### src/rtl/avr_prog_loader.sv
// UART frame loader for AVR program memory: 0xA5, addr, cnt, cnt words (lo,hi) [, checksum when LOADER_CHECKSUM_EN].
// Write issued 1 clock after each hi byte, never stalls rx; core_hold/busy high while a frame is open.
module avr_prog_loader #(
  parameter int unsigned TIMEOUT = 25000000
) (
  input  logic        clock,
  input  logic        locked,
  input  logic        rx_valid,
  input  logic [7:0]  rx_data,
  output logic [15:0] pm_addr,
  output logic [15:0] pm_data,
  output logic        pm_we,
  output logic        core_hold,
  output logic        busy,
  output logic        err
);

  localparam int unsigned TW = $clog2(TIMEOUT + 1);
  localparam logic [TW-1:0] TMO_LAST = TW'(TIMEOUT - 1);
  localparam logic [7:0] SYNC = 8'hA5;

  typedef enum logic [2:0] {
    IDLE, ADDR_L, ADDR_H, CNT_L, CNT_H, DATA_L, DATA_H
`ifdef LOADER_CHECKSUM_EN
    , CSUM
`endif
  } state_t;

`ifdef LOADER_CHECKSUM_EN
  localparam state_t END_ST = CSUM;
`else
  localparam state_t END_ST = IDLE;
`endif

  state_t        state_q, state_d;
  logic [15:0]   addr_q, addr_d;
  logic [15:0]   cnt_q, cnt_d;
  logic [7:0]    lo_q, lo_d;
  logic [TW-1:0] tmo_q, tmo_d;
  logic [15:0]   pm_addr_q, pm_addr_d;
  logic [15:0]   pm_data_q, pm_data_d;
  logic          pm_we_q, pm_we_d;
  logic          err_q, err_d;
`ifdef LOADER_CHECKSUM_EN
  logic [7:0]    csum_q, csum_d;
`endif

  always_ff @(posedge clock or negedge locked) begin
    if (!locked) begin
      state_q   <= IDLE;
      addr_q    <= '0;
      cnt_q     <= '0;
      lo_q      <= '0;
      tmo_q     <= '0;
      pm_addr_q <= '0;
      pm_data_q <= '0;
      pm_we_q   <= 1'b0;
      err_q     <= 1'b0;
`ifdef LOADER_CHECKSUM_EN
      csum_q    <= '0;
`endif
    end else begin
      state_q   <= state_d;
      addr_q    <= addr_d;
      cnt_q     <= cnt_d;
      lo_q      <= lo_d;
      tmo_q     <= tmo_d;
      pm_addr_q <= pm_addr_d;
      pm_data_q <= pm_data_d;
      pm_we_q   <= pm_we_d;
      err_q     <= err_d;
`ifdef LOADER_CHECKSUM_EN
      csum_q    <= csum_d;
`endif
    end
  end

  always_comb begin
    state_d   = state_q;
    addr_d    = addr_q;
    cnt_d     = cnt_q;
    lo_d      = lo_q;
    pm_addr_d = pm_addr_q;
    pm_data_d = pm_data_q;
    pm_we_d   = 1'b0;
    err_d     = 1'b0;
    tmo_d     = (rx_valid || state_q == IDLE) ? '0 : tmo_q + 1'b1;
`ifdef LOADER_CHECKSUM_EN
    csum_d    = csum_q;
    if (rx_valid && state_q != IDLE && state_q != CSUM) csum_d = csum_q + rx_data;
`endif

    case (state_q)
      IDLE: if (rx_valid && rx_data == SYNC) begin
        state_d = ADDR_L;
`ifdef LOADER_CHECKSUM_EN
        csum_d  = '0;
`endif
      end
      ADDR_L: if (rx_valid) begin addr_d[7:0]  = rx_data; state_d = ADDR_H; end
      ADDR_H: if (rx_valid) begin addr_d[15:8] = rx_data; state_d = CNT_L;  end
      CNT_L:  if (rx_valid) begin cnt_d[7:0]   = rx_data; state_d = CNT_H;  end
      CNT_H: if (rx_valid) begin
        cnt_d[15:8] = rx_data;
        state_d     = ({rx_data, cnt_q[7:0]} == 16'd0) ? END_ST : DATA_L;
      end
      DATA_L: if (rx_valid) begin lo_d = rx_data; state_d = DATA_H; end
      DATA_H: begin
        // cnt==0 here is the cycle after the final write: leave only once pm_we has been seen.
        if (cnt_q == 16'd0) begin
          state_d = (rx_valid && rx_data == SYNC) ? ADDR_L : IDLE;
        end else if (rx_valid) begin
          pm_we_d   = 1'b1;
          pm_addr_d = addr_q;
          pm_data_d = {rx_data, lo_q};
          addr_d    = addr_q + 16'd1;
          cnt_d     = cnt_q - 16'd1;
`ifdef LOADER_CHECKSUM_EN
          state_d   = (cnt_q == 16'd1) ? CSUM : DATA_L;
`else
          state_d   = (cnt_q == 16'd1) ? DATA_H : DATA_L;
`endif
        end
      end
`ifdef LOADER_CHECKSUM_EN
      CSUM: if (rx_valid) begin
        err_d   = (rx_data != csum_q);
        state_d = IDLE;
      end
`endif
      default: state_d = IDLE;
    endcase

    if (state_q != IDLE && !rx_valid && tmo_q == TMO_LAST) begin
      state_d = IDLE;
      err_d   = 1'b1;
    end
  end

  assign pm_addr   = pm_addr_q;
  assign pm_data   = pm_data_q;
  assign pm_we     = pm_we_q;
  assign err       = err_q;
  assign busy      = (state_q != IDLE);
  assign core_hold = (state_q != IDLE);

endmodule
### config.mk
export PLATFORM = sky130hd
export DESIGN_NAME = avr_prog_loader
export DESIGN_NICKNAME = d
export VERILOG_FILES = /design/src/rtl/avr_prog_loader.sv
export SDC_FILE = /design/constraint.sdc
export NUM_CORES = 1
export LEC_CHECK = 0
export CAP_MARGIN = 10
export CORE_MARGIN = 8
export CORE_UTILIZATION = 40
export CTS_CLUSTER_SIZE = 16
export DETAILED_ROUTE_END_ITERATION = 10
export PLACE_DENSITY_LB_ADDON = 0.12
export SLEW_MARGIN = 25
export SYNTH_ARGS = -nofsm -noshare
export SYNTH_HDL_FRONTEND = slang
export SYNTH_SLANG_ARGS = --single-unit
### constraint.sdc
create_clock -name clock -period 4.03 [get_ports clock]
set_input_delay 0.806 -clock clock [delete_from_list [all_inputs] [get_ports clock]]
set_output_delay 0.806 -clock clock [all_outputs]
set_load 0.02 [all_outputs]
* Word level (Yosys, flattened, before mapping)
Index checks and enable logic that the tools add are counted.
** Word-level totals
- Input port bits :: 11
- Word-level logic and storage cells :: 84
- Output and inout port bits :: 36
- Register bits after elaboration :: 102
** Cells by class
- Add/sub/neg operators :: 3
- Equality and inequality tests :: 22
- Bitwise logic cells :: 1
- Muxes and demuxes :: 27
- Reductions and logical operators :: 20
** Operator list (number)
- $mux W16 :: 4
- $pmux W8 S2 :: 4
- $logic_not A16 Y1 :: 2
- $mux W3 :: 10
- $add A25 B1 Y25 const B :: 1
- $eq A25 B25 Y1 const B :: 1
- $mux W25 :: 1
- $pmux W3 S7 :: 1
- $add A16 B1 Y16 const B :: 1
- $eq A16 B1 Y1 const B :: 1
- $reduce_and A4 Y1 :: 4
- $sub A16 B1 Y16 const B :: 1
- $ne A3 B3 Y1 const B :: 5
- $ne A2 B2 Y1 const B :: 6
- $eq A3 B3 Y1 const B :: 3
- $eq A8 B8 Y1 const B :: 1
- $mux W8 :: 1
- $reduce_bool A2 Y1 :: 4
- $reduce_and A7 Y1 :: 1
- $eq A3 B2 Y1 const B :: 2
- $mux W1 :: 5
- $ne A4 B4 Y1 const B :: 1
- $eq A3 B1 Y1 const B :: 1
- $logic_and A1 B1 Y1 :: 3
- other kinds (9) :: 9

* Longest topological paths before layout
Gate-level depths: netlist of the first run.
- Depth after elaboration :: 6
- Mapped depth :: 9
- Depth with buffers taken out :: 7

* Least setup slack after synthesis of the first run
OpenSTA, ideal clock, no wires.
- Path type :: register -> register
- From :: register cnt_q[0]
- To :: register cnt_q[10]
- Path buffers :: 2
- Data arrival time :: 2119 ps
- Data required time :: 3895 ps
- Path slack :: 1776 ps
- Setup time :: 135 ps
- Clock period less this slack :: 2254 ps
- Stages on the path, launching flop included :: 10
- Cells stage by stage :: dfrtp_1 > clkbuf_1 > inv_1 > ha_1 > or3b_4 > or4_1 > buf_2 > o31a_1 > o21ai_1 > o21ai_1
** Between the ends
- Longest elaborated chain between the ends :: 4
- Elaborated cells on any way between the ends :: 7
- Classes of those cells :: 1 x add/sub; 1 x eq/ne; 3 x mux; 2 x reduce/logical
** RTL lines
- start, declared :: RTL line 37 : logic [15:0] cnt_q, cnt_d;
- start signal, assigned :: RTL line 65 : cnt_q <= cnt_d;
- $sub A16 B1 Y16 :: RTL line 117 : cnt_d = cnt_q - 16'd1;
- $mux W16 :: RTL line 112 : end else if (rx_valid) begin
- $mux W16 :: RTL line 110 : if (cnt_q == 16'd0) begin
- $pmux W8 S2 :: RTL line 93 : case (state_q)
Several ways; a longest one is shown, not always the timed one. The select of a mux whose other input is x is not followed.
A chain may end at the register's enable or synchronous reset.

* Final worst setup path of the first run
- From :: register state_q[2]
- To :: output busy
** Between the ends
- Longest elaborated chain between the ends :: 1
** RTL lines
- start, declared :: RTL line 35 : state_t state_q, state_d;
- start signal, assigned :: RTL line 63 : state_q <= state_d;
- $reduce_bool A3 Y1 :: RTL line 144 : assign busy = (state_q != IDLE);
- end, declared :: RTL line 14 : output logic busy,
No other way between the ends.

==> impl_metrics.env, run 1 <==
export IMPL_outcome="finished, final reports clean"
export IMPL_ys_warn_count=0
export IMPL_cts_tree="yes"
export IMPL_postCtsHoldBufs=0
export IMPL_clock_path_buffers=2
export IMPL_synth_main_ff_cell="dfrtp_1"
export IMPL_area_growth_pct=17.11
export IMPL_wl_met3_um=627
export IMPL_num_rows=42
export IMPL_drtIter0Drc=251
export IMPL_grt_pass1_wl_mm=21.51
export IMPL_die_h_um=131.0
export IMPL_crit_type="reg -> out"
export IMPL_syn_avg_cell_area_um2=10.48
export IMPL_worst_path_max_fanout=14
export IMPL_critPathArrivalTime_ns=1.92
export IMPL_hp_class="in -> async"
export IMPL_synth_cell_types=70
export IMPL_regToRegEndpoint="pm_addr[4]"
export IMPL_ys_seq_elements=102
export IMPL_skew_ns=0.008625
export IMPL_post_cts_resized=0
export IMPL_cts_setup_buffers=0
export IMPL_synth_edf_count=0
export IMPL_clk_latency_ns=0.35
export IMPL_vdd_ir_drop_worst_v=0.0003478
export IMPL_clk_pin_slew_ns=0.07
export IMPL_fin_tns_setup_ns=0
export IMPL_drc=0
export IMPL_fin_nets=560
export IMPL_syn_inst=505
export IMPL_crit_family="buffers and inverters"
export IMPL_max_slew_margin_pct=55.67
export IMPL_drt_first_pass_iters=4
export IMPL_timing_final_crit_share_pct=67.68
export IMPL_diodes=0
export IMPL_synth_area_top_cells="dfrtp_1 (48%), mux2_2 (8.5%), nor2_1 (3.8%)"
export IMPL_dp_hpwl_mm=8.929
export IMPL_cp_end_kind="primary output"
export IMPL_setup_viol=0
export IMPL_dr_wl_met2_mm=6.241
export IMPL_initial_core_util_pct=40.46
export IMPL_cts_max_level=3
export IMPL_cp_buffers_inverters=1
export IMPL_required_ns=3.22
export IMPL_leakagePower_nw=2.491
export IMPL_r2r_cells=7
export IMPL_nFillCells=1227
export IMPL_met1_length_mm=5.686
export IMPL_crit_chain="or3_1, clkdlybuf4s50_1"
export IMPL_place_gp_congestion=0.8113
export IMPL_ys_seq_area_share_pct=48.22
export IMPL_rsz0062_at_grt="false"
export IMPL_die_w_um=131.0
export IMPL_highest_layer="met4"
export IMPL_drive_above_1_share_pct=16.21
export IMPL_grt_antenna_before_repair=0
export IMPL_hold_viol=0
export IMPL_tightest_slew_ns=0.6589
export IMPL_grt_overflow_total=0
export IMPL_dieArea_mm2=0.01717
export IMPL_synth_top_cell_area_share_pct=48.22
export IMPL_grt_pass1_vias=4054
export IMPL_cts_sinks=102
export IMPL_synth_area_leader_cell="dfrtp_1"
export IMPL_drv_slew=0
export IMPL_syn_area_mm2=0.005294
export IMPL_wirelength_mm=12.92
export IMPL_postSynth_asyncResetShare_pct=100.0
export IMPL_cts_root_buf="clkbuf_16"
export IMPL_track_usage_pct=16.19
export IMPL_via_per_inst=5.604
export IMPL_detail_route_wl_per_cell_um=17.82
export IMPL_powerDensity_mw_per_mm2=733.2
export IMPL_cpMaxStageDelayCell="clkdlybuf4s50_1"
export IMPL_r2r_slack_ns=1.42
export IMPL_fmax_mhz=366.6
export IMPL_vias=4063
export IMPL_cap_violations=0
export IMPL_final_antenna_net_count=0
export IMPL_cts_inserted_buffers=9
export IMPL_syn_num_nets=521
export IMPL_reg2reg_from="cnt_q[0]"
export IMPL_coreArea_mm2=0.01309
export IMPL_power_w=0.004545
export IMPL_grt_max_degree=44
export IMPL_critPathMaxStageDelay_ns=0.58
export IMPL_io_buffers=46
export IMPL_startpoint_type="flip-flop"
export IMPL_fin_crit_ns=2.728
export IMPL_pin_count=47
cell families (layout without fill, tap and decap cells):
kind of cell	after synthesis	after routing	share of synthesized area, %
fa+ha+maj	5	5	1.182
flops	102	102	48.22
simple gates	176	176	18.25
compound gates	122	122	16.14
xor+xnor	20	20	3.309
buf+inv	39	83	4.112
mux	41	41	8.792
sequential cells by signal (all words and copies together), names as in the netlist:
signal,cells
pm_addr,16
pm_we,1
tmo_q,25
state_q,3
cnt_q,16
addr_q,16
lo_q,8
pm_data,16
err,1
metrics by stage:
step                      util, %  cell area [µm²]  hold WS (ns)  std cells  setup slack (ns)
after floorplan                 -             5294        0.4245        505             1.776
after CTS                   47.38             6200        0.4536        725             1.296
final                       47.38             6200        0.4458        725             1.302
after global placement      44.84             5867        0.4422        709             1.301
after global routing        47.38             6200        0.4802        725             1.198
after detailed placement    44.84             5867        0.4656        709             1.251
where the power goes:
group / internal, W / switching, W / leakage (nW)
clock network: 0.000565 / 0.000393 / 0.159
registers: 0.00141 / 0.000381 / 1.26
logic: 0.000864 / 0.000933 / 1.07
total: 0.00284 / 0.00171 / 2.49
layout make-up:
class                           instances  area (µm²)  area share [%]
Clock inverter                          6       93.84           1.514
Multi-Input combinational cell        364        2524           40.71
Tap cell                              176       220.2           3.552
Inverter                               12       45.04          0.7265
Timing Repair Buffer                   55       525.5           8.476
Sequential cell                       102        2552           41.17
Clock buffer                           10       239.0           3.855
per-layer routing:
layer,GRT usage (%),vias to the layer above
met5,0,-
met4,6.482,0
met3,5.317,25
met2,25.45,70
met1,20.13,2035
li1,-,1933
Yosys cell counts, types with 2 or more instances:
master / instances
nand3_1: 10
xor2_1: 9
clkbuf_8: 2
inv_1: 12
nand4_1: 9
a41oi_1: 4
nor2_1: 54
nor3_1: 19
nand2_1: 23
o21ai_0: 30
a21oi_1: 29
nor4_1: 8
or3_1: 8
o21a_1: 2
a2bb2oi_1: 3
a22oi_1: 3
clkbuf_1: 11
buf_6: 4
and2_1: 6
xnor2_1: 11
a31oi_1: 9
o31ai_1: 2
mux2_2: 40
and3_1: 10
nor3_2: 2
buf_4: 4
a31o_2: 3
nor2b_1: 2
o31a_1: 2
nand2b_1: 2
dfrtp_1: 102
and4_1: 6
ha_1: 5
o21ai_1: 2
nor3b_1: 3
o22a_1: 17
buf_2: 4
cell usage in the layout, fill, tap and decap left out, drive strengths merged, types with 3 or more instances in the layout:
cell type / Yosys / final
nor2b: 3 / 3
a31oi: 9 / 9
clkdlybuf4s50: 0 / 45
or3: 9 / 9
o21ai: 32 / 32
buf: 13 / 10
ha: 5 / 5
a21oi: 31 / 31
inv: 12 / 13
and2: 6 / 6
a41oi: 4 / 4
xor2: 9 / 9
nor3b: 3 / 3
a2bb2oi: 3 / 3
nand4: 10 / 10
and4: 6 / 6
nor4: 10 / 10
dfrtp: 102 / 102
nor3: 21 / 21
clkbuf: 14 / 10
nand3: 11 / 11
a31o: 3 / 3
a22oi: 4 / 4
nand2: 23 / 23
mux2: 41 / 41
and3: 10 / 10
nor2: 54 / 54
o22a: 17 / 17
xnor2: 11 / 11
worst max-delay path by stage:
stage | startpoint | end | slack (ns) | depth (start not counted)
3_3_place_gp | rx_valid | state_q[0] | 1.30 | 5
6_report | state_q[2] | busy | 1.30 | 2
5_1_grt | state_q[2] | busy | 1.20 | 2
4_1_cts | state_q[2] | busy | 1.30 | 2
3_5_place_dp | rx_valid | state_q[0] | 1.25 | 5
2_1_floorplan | cnt_q[0] | cnt_q[10] | 1.78 | 9
No activity file was read; power rests on OpenSTA's default activity.
==> run 2: changes to the inputs <==
==> constraint.sdc (replaced) <==
create_clock -name clock -period 2.7 [get_ports clock]
set_input_delay 0.54 -clock clock [delete_from_list [all_inputs] [get_ports clock]]
set_output_delay 0.54 -clock clock [all_outputs]
set_load 0.02 [all_outputs]
==> impl_metrics.env, run 2 (synthesized netlist as in run 1, its figures left out) <==
export IMPL_pin_count=47
export IMPL_grt_max_degree=51
export IMPL_die_w_um=131.0
export IMPL_area_growth_pct=18.44
export IMPL_dieArea_mm2=0.01717
export IMPL_grt_antenna_before_repair=0
export IMPL_cts_inserted_buffers=9
export IMPL_grt_pass1_vias=4092
export IMPL_initial_core_util_pct=40.46
export IMPL_diodes=0
export IMPL_num_rows=42
export IMPL_startpoint_type="flip-flop"
export IMPL_cp_end_kind="primary output"
export IMPL_regToRegEndpoint="cnt_q[12]"
export IMPL_max_slew_margin_pct=56.61
export IMPL_cts_setup_buffers=0
export IMPL_clk_pin_slew_ns=0.07
export IMPL_drive_above_1_share_pct=17.38
export IMPL_drtIter0Drc=279
export IMPL_required_ns=2.16
export IMPL_largest_reg_flops=25
export IMPL_layout_commonest_cell="dfrtp_1"
export IMPL_fin_nets=570
export IMPL_track_usage_pct=16.31
export IMPL_layout_common_cells="dfrtp_1 (102), nor2_1 (54), clkdlybuf4s50_1 (45), mux2_2 (40), o21ai_0 (30)"
export IMPL_regMostFlops="tmo_q"
export IMPL_crit_type="reg -> out"
export IMPL_detail_route_wl_per_cell_um=17.47
export IMPL_worst_path_max_fanout=14
export IMPL_regArea_mm2=0.002552
export IMPL_drv_slew=0
export IMPL_dp_slack_ns=0.2213
export IMPL_dp_hpwl_mm=8.995
export IMPL_skew_ns=0.009244
export IMPL_clock_path_buffers=2
export IMPL_cts_sinks=102
export IMPL_hold_viol=0
export IMPL_cap_violations=0
export IMPL_die_h_um=131.0
export IMPL_cts_root_buf="clkbuf_16"
export IMPL_post_cts_resized=0
export IMPL_timing_final_crit_share_pct=92.30
export IMPL_io_buffers=46
export IMPL_cts_tree="yes"
export IMPL_leakagePower_nw=2.534
export IMPL_fin_area_mm2=0.006270
export IMPL_fin_crit_ns=2.492
export IMPL_r2r_slack_ns=0.34
export IMPL_vias=4027
export IMPL_powerDensity_mw_per_mm2=1068
export IMPL_setup_viol=0
export IMPL_power_w=0.006696
export IMPL_fmax_mhz=401.2
export IMPL_final_antenna_net_count=0
export IMPL_worst_slack_ns=0.2078
export IMPL_wirelength_mm=12.83
export IMPL_reg2reg_from="cnt_q[1]"
export IMPL_outcome="finished, final reports clean"
export IMPL_fin_tns_setup_ns=0
export IMPL_placed_cell_area_mm2=0.005979
export IMPL_drc=0
export IMPL_via_per_inst=5.486
export IMPL_drt_first_pass_iters=7
export IMPL_tightest_slew_ns=0.6485
export IMPL_rsz0062_at_grt="false"
export IMPL_coreArea_mm2=0.01309
export IMPL_vdd_ir_drop_worst_v=0.0005040
export IMPL_grt_overflow_total=0
export IMPL_critPathArrivalTime_ns=1.95
export IMPL_place_gp_congestion=0.8128
export IMPL_clk_latency_ns=0.35
export IMPL_postCtsHoldBufs=0
export IMPL_cts_max_level=3
export IMPL_nFillCells=1210
export IMPL_r2r_cells=7
export IMPL_hp_class="in -> async"
export IMPL_grt_pass1_wl_mm=21.62
export IMPL_multi_input_area_mm2=0.002524
[run 2: cell count changes in the layout (fill, tap and decap cells not counted)]
cell	before	now
buf_4	10	17
buf_12	0	3
clkinv_2	0	2
clkinv_4	2	0
bufinv_16	2	1
clkbuf_1	0	1
inv_6	1	0
[run 2: stage by stage]
stage	hold slack (ns)	instances	utilization, %
2_1_floorplan	0.2444	505	-
3_3_place_gp	0.4397	719	45.70
3_5_place_dp	0.4520	719	45.70
6_report	0.09248	734	47.92
4_1_cts	0.08840	734	47.92
5_1_grt	0.1047	734	47.92
[run 2: critical path: stages, from the launching register on]
cell,delay (ns)
dfrtp_1,0.54
or3_1,0.48
clkdlybuf4s50_1,0.58
[run 2: area by class of cell]
| cell class | instances | area share, % |
|---|---|---|
| Sequential cell | 102 | 40.71 |
| Multi-Input combinational cell | 364 | 40.25 |
| Clock inverter | 4 | 0.7583 |
| Timing Repair Buffer | 65 | 10.18 |
| Inverter | 12 | 0.7184 |
| Tap cell | 176 | 3.512 |
| Clock buffer | 11 | 3.871 |
[run 2: power by group]
part | internal [W] | total (W) | switching, W | leakage, nW
Clock | 0.000736 | 0.00129 | 0.000558 | 0.141
Sequential | 0.00210 | 0.00266 | 0.000551 | 1.26
Combinational | 0.00134 | 0.00275 | 0.00141 | 1.13
[run 2: worst max-delay path by stage]
stage / from / to / slack, ns / cells after the start
2_1_floorplan: cnt_q[0] / cnt_q[10] / 0.45 / 9
3_3_place_gp: rx_data[6] / state_q[2] / 0.30 / 6
3_5_place_dp: rx_data[6] / state_q[2] / 0.22 / 6
4_1_cts: state_q[2] / core_hold / 0.18 / 2
5_1_grt: state_q[2] / busy / 0.11 / 2
6_report: state_q[2] / core_hold / 0.21 / 2
[run 2: routing by layer]
layer  vias to the layer above  global-route usage, %  wire length (µm)
met5                         -                      0                 0
met4                         0                  5.469               179
met3                        10                  4.464               475
met2                        75                  26.99              6427
met1                      1994                  20.09              5742
li1                       1948                      -                 -
